==> src/rtl/decode_stage.sv <==
// Instruction decode stage: register file with write-back bypass,
// main control decode and the ID/EX pipeline register.
module decode_stage #(
    parameter int DATA_W = 32,
    parameter int REG_N  = 32
) (
    input  logic              CLK,
    input  logic              RST,
    input  logic [DATA_W-1:0] id_instr,
    input  logic [DATA_W-1:0] id_npc,
    input  logic              hold,
    input  logic              flush,
    input  logic              wb_we,
    input  logic [4:0]        wb_addr,
    input  logic [DATA_W-1:0] wb_data,
    output logic [DATA_W-1:0] ex_npc,
    output logic [DATA_W-1:0] ex_rd1,
    output logic [DATA_W-1:0] ex_rd2,
    output logic [DATA_W-1:0] ex_imm,
    output logic [4:0]        ex_rt,
    output logic [4:0]        ex_rd,
    output logic [1:0]        ex_wb,
    output logic [2:0]        ex_m,
    output logic [3:0]        ex_ex
);

    typedef struct packed {
        logic       reg_dst;
        logic       alu_src;
        logic       mem_to_reg;
        logic       reg_write;
        logic       mem_read;
        logic       mem_write;
        logic       branch;
        logic [1:0] alu_op;
    } ctrl_t;

    localparam logic [5:0] OP_RTYPE = 6'h00;
    localparam logic [5:0] OP_LW    = 6'h23;
    localparam logic [5:0] OP_SW    = 6'h2B;
    localparam logic [5:0] OP_BEQ   = 6'h04;

    logic [5:0]        opcode;
    logic [4:0]        rs;
    logic [4:0]        rt;
    logic [4:0]        rd;
    logic [DATA_W-1:0] imm_ext;
    logic [DATA_W-1:0] rs_val;
    logic [DATA_W-1:0] rt_val;
    logic              wr_en;
    ctrl_t             ctrl;

    logic [DATA_W-1:0] rf [REG_N];

    assign opcode  = id_instr[31:26];
    assign rs      = id_instr[25:21];
    assign rt      = id_instr[20:16];
    assign rd      = id_instr[15:11];
    assign imm_ext = {{(DATA_W-16){id_instr[15]}}, id_instr[15:0]};

    // Indices past REG_N behave like $zero: never written, read as 0.
    assign wr_en = wb_we && (wb_addr != 5'd0) && (int'(wb_addr) < REG_N);

    always_ff @(posedge CLK) begin
        if (RST) begin
            for (int i = 0; i < REG_N; i++) begin
                rf[i] <= '0;
            end
        end else if (wr_en) begin
            rf[wb_addr] <= wb_data;
        end
    end

    // Write-back in the same cycle wins over the stored value.
    always_comb begin
        rs_val = '0;
        if (rs != 5'd0 && int'(rs) < REG_N) begin
            if (wr_en && wb_addr == rs) begin
                rs_val = wb_data;
            end else begin
                rs_val = rf[rs];
            end
        end
    end

    always_comb begin
        rt_val = '0;
        if (rt != 5'd0 && int'(rt) < REG_N) begin
            if (wr_en && wb_addr == rt) begin
                rt_val = wb_data;
            end else begin
                rt_val = rf[rt];
            end
        end
    end

    always_comb begin
        ctrl = '0;
        unique case (1'b1)
            opcode == OP_RTYPE: begin
                ctrl.reg_dst   = 1'b1;
                ctrl.reg_write = 1'b1;
                ctrl.alu_op    = 2'b10;
            end
            opcode == OP_LW: begin
                ctrl.alu_src    = 1'b1;
                ctrl.mem_to_reg = 1'b1;
                ctrl.reg_write  = 1'b1;
                ctrl.mem_read   = 1'b1;
            end
            opcode == OP_SW: begin
                ctrl.alu_src   = 1'b1;
                ctrl.mem_write = 1'b1;
            end
            opcode == OP_BEQ: begin
                ctrl.branch = 1'b1;
                ctrl.alu_op = 2'b01;
            end
            default: ctrl = '0;
        endcase
    end

    // Flush still captures the data fields; only the control bits bubble.
    always_ff @(posedge CLK) begin
        if (RST) begin
            ex_npc <= '0;
            ex_rd1 <= '0;
            ex_rd2 <= '0;
            ex_imm <= '0;
            ex_rt  <= '0;
            ex_rd  <= '0;
            ex_wb  <= '0;
            ex_m   <= '0;
            ex_ex  <= '0;
        end else if (flush || !hold) begin
            ex_npc <= id_npc;
            ex_rd1 <= rs_val;
            ex_rd2 <= rt_val;
            ex_imm <= imm_ext;
            ex_rt  <= rt;
            ex_rd  <= rd;
            if (flush) begin
                ex_wb <= '0;
                ex_m  <= '0;
                ex_ex <= '0;
            end else begin
                ex_wb <= {ctrl.reg_write, ctrl.mem_to_reg};
                ex_m  <= {ctrl.branch, ctrl.mem_read, ctrl.mem_write};
                ex_ex <= {ctrl.reg_dst, ctrl.alu_op, ctrl.alu_src};
            end
        end
    end

endmodule
==> config.mk <==
export PLATFORM = sky130hd
export DESIGN_NAME = decode_stage
export DESIGN_NICKNAME = d
export VERILOG_FILES = /design/src/rtl/decode_stage.sv
export SDC_FILE = /design/constraint.sdc
export NUM_CORES = 2
export LEC_CHECK = 0
export ABC_AREA = 1
export BUFFER_PORTS_ARGS = -buffer_cell sky130_fd_sc_hd__buf_4
export CELL_PAD_IN_SITES_DETAIL_PLACEMENT = 1
export CELL_PAD_IN_SITES_GLOBAL_PLACEMENT = 2
export CORE_AREA = 2 2 503 380
export CTS_CLUSTER_DIAMETER = 100
export DETAILED_ROUTE_END_ITERATION = 6
export DIE_AREA = 0 0 505 382
export PLACE_DENSITY_LB_ADDON = 0.1
export SLEW_MARGIN = 20
export SYNTH_ARGS = -nofsm -noshare
export SYNTH_HDL_FRONTEND = slang
export SYNTH_SLANG_ARGS = --single-unit
export TNS_END_PERCENT = 50
==> constraint.sdc <==
create_clock -name CLK -period 2.7 [get_ports CLK]
set_clock_uncertainty 0.05 [all_clocks]
set_input_delay 0.54 -clock CLK [delete_from_list [all_inputs] [get_ports CLK]]
set_output_delay 0.54 -clock CLK [all_outputs]
set_load 0.01 [all_outputs]
==> results.ini <==
[power]
leakage_uw=0.0345
p_per_area_nw_per_um2=623
ir_drop_v=0.000678

[yosys]
syn_avg_cell_area_sq_um=7.62
synth_top_cell_area_share=0.484
ys_warn_count=0
syn_inst=8332
synthesis.area_sq_um=63500
synthTopCellsByArea=edfxtp_1, nand2_1, nand3_1, nor2_1, inv_1
synthDistinctLibCells=23
synth_area_leader_cell=edfxtp_1
yosysSeqAreaShare=0.523
ys_ff_latch=1148

[setup_path]
crit_arrival_ns=1.77
cp_slowest_stage_delay_ns=0.73
startpoint=ex_rd2[5]
cp-start-kind=flop
ff2ff_path_depth=11
setup.worst_path.end=ex_rd2[5]
critical-path-top-delay-family=flip-flops
r2r_setup_slack_ns=0.50
critical_path_required_ns=2.11
path_cells=buf_4
worst-path-buf-inv=1
critical_path.max_fanout=2
cp.depth=1
path_class=reg -> out
reg2reg_from=rf[28][28]
endpoint_kind=output pin
reg2reg_to=ex_rd1[28]
slowest_stage=dfxtp_1

[detailed_routing]
ant_nets=0
vias=61400
wire_per_inst_microns=28.2
first_pass_iters=6
routed_wl_microns=318000
drc=0
drt_first_iter_violations=6621
drt-vias-per-instance=5.44

[sta]
min_period_ns=2.36
fin_ws_ns=0.336
drv_slew=0
fin_crit_sh=0.876
fmax_mhz=423
rsz0062_at_grt=no
hold_viol_final=0
max_slew_margin=0.209
setup_viol=0
tns_ns=0
tightest_slew_ns=1.19

[cts]
clock_path_buffers=3
clock-sinks=1148
insertion_delay_ns=0.79
post_cts_resize_count=0
cts_made_buffers=139
cts_htree_levels=4
cts_root_buffer=clkbuf_16
cts_tree=done
clk_pin_slew_ns=0.07

[run_status]
status=finished, final reports clean

[layout]
diodes=0
fin_util=0.414
drive_gt1_frac=0.126
stdcell_area_sq_um=77800
fillers=22500
area_delta_synth_final_pct=22.6
num-nets-final=8752

[placed_design]
dp_slack_ns=-0.0943
dp_hpwl_microns=211000
io_buffers=252
place_area_sq_um=72700
gp_congestion=0.879

[run]
maxCapViolCount=0

[global_routing]
grt_pass1_vias=61600
grt_start_max_net_pins=121
grt_pass1_wl_microns=454000
grt_util_all_layers=0.325
grt_remaining_overflow=0
antenna_found_initial=10

[floorplanning]
die_area_sq_um=193000
pin_count=253
die-width_microns=505
die_y_microns=382
core_area_sq_um=188000
core.rowCount=138
start_util=0.338

[min_path]
hp-class=in -> reg
whs_path_depth=4

==> placed cells by master, fill, tap and decap left out, types with 13 or more instances in the layout <==
cell,Yosys,routed
a21oi_1,301,299
nand3_1,1120,1120
inv_1,735,729
nor2_1,1392,1389
o21ai_0,176,176
buf_4,38,558
clkbuf_1,333,38
dlygate4sd3_1,0,50
clkbuf_16,0,148
dfxtp_1,124,124
edfxtp_1,1024,1024
or2_2,34,34
clkinv_1,3,19
nand2_1,2525,2463
conb_1,1,32
o211ai_1,176,176
buf_12,0,227
bufinv_16,0,13
clkinv_2,0,17
nand2_2,0,62
==> logic make-up (layout without fill, tap and decap cells) <==
family                    Yosys count  in the layout  synth area share
xor gates and xnor gates            4              4          0.000552
buffers and inverters            1439           1835            0.0930
DFF                              1148           1148             0.523
AOI/OAI and AO/OA                 654            654            0.0585
and+or+nand+nor                  5086           5086             0.325
other                               1             32         0.0000591
==> routing by layer <==
metal,GRT usage,up-vias,routed length [microns]
met2,0.496,2373,137000
met4,0.111,6,11800
met1,0.466,31100,146000
met3,0.0502,487,23900
li1,-,27400,-
met5,0,-,41
==> power by group <==
| part | total [uW] | switching [uW] | leakage (uW) | internal (uW) |
|---|---|---|---|---|
| registers | 20900 | 594 | 0.0108 | 20300 |
| logic | 7820 | 5300 | 0.0214 | 2530 |
| clock network | 19800 | 8220 | 0.00226 | 11500 |
| total | 48500 | 14100 | 0.0345 | 34400 |
==> what timing repair did <==
item / 4_1_cts / 5_1_grt
buffers inserted: 0 / 0
hold endpoints to repair: 53 / 0
hold buffers: 50 / 0
==> worst min path at each step <==
stage,start,end,slack (ns)
after global routing,hold,ex_ex[1],0.03
final,hold,ex_ex[1],0.04
after global placement,ex_ex[1],ex_ex[1],0.40
after detailed placement,ex_rd2[18],ex_rd2[18],0.41
after CTS,id_instr[31],ex_ex[1],0.0004
after floorplan,ex_ex[1],ex_ex[1],0.44
==> cell usage after synthesis <==
cell      number
nand2_1     2525
edfxtp_1    1024
nand3_1     1120
clkbuf_1     333
inv_2          2
nor3_1         7
clkinv_1       3
or2_2         34
inv_1        735
dfxtp_1      124
o21ai_1        1
buf_2        289
nand4_1        6
nor3_2         2
xor2_1         4
conb_1         1
clkbuf_2       1
buf_4         38
o211ai_1     176
nor2_1      1392
o21ai_0      176
a21oi_1      301
buf_1         38
==> state kept, by name (all words and copies together), names as in the netlist <==
name	count
rf	1024
ex_npc	32
ex_rd1	32
ex_rd2	32
ex_imm	16
ex_rt	5
ex_ex	3
ex_m	2
ex_wb	2
==> final cells by class <==
cell class / instances / area (sq um) / area share
clock inverters: 58 / 649 / 0.00834
repair buffers: 841 / 9320 / 0.120
well taps: 2520 / 3150 / 0.0405
inverters: 740 / 2810 / 0.0361
clock buffers: 196 / 3980 / 0.0512
multi-input cells: 5776 / 24700 / 0.317
flip-flops and latches: 1148 / 33200 / 0.427
==> metrics by stage <==
stage	hold WS, ns	power, uW	instances
detailed placement	0.407	28900	11000
floorplan	0.440	24800	8363
global route	0.0347	50100	11300
finish	0.0432	48500	11300
CTS	0.000404	48700	11300
global placement	0.405	28800	11000
No activity file was read; power rests on OpenSTA's default activity.
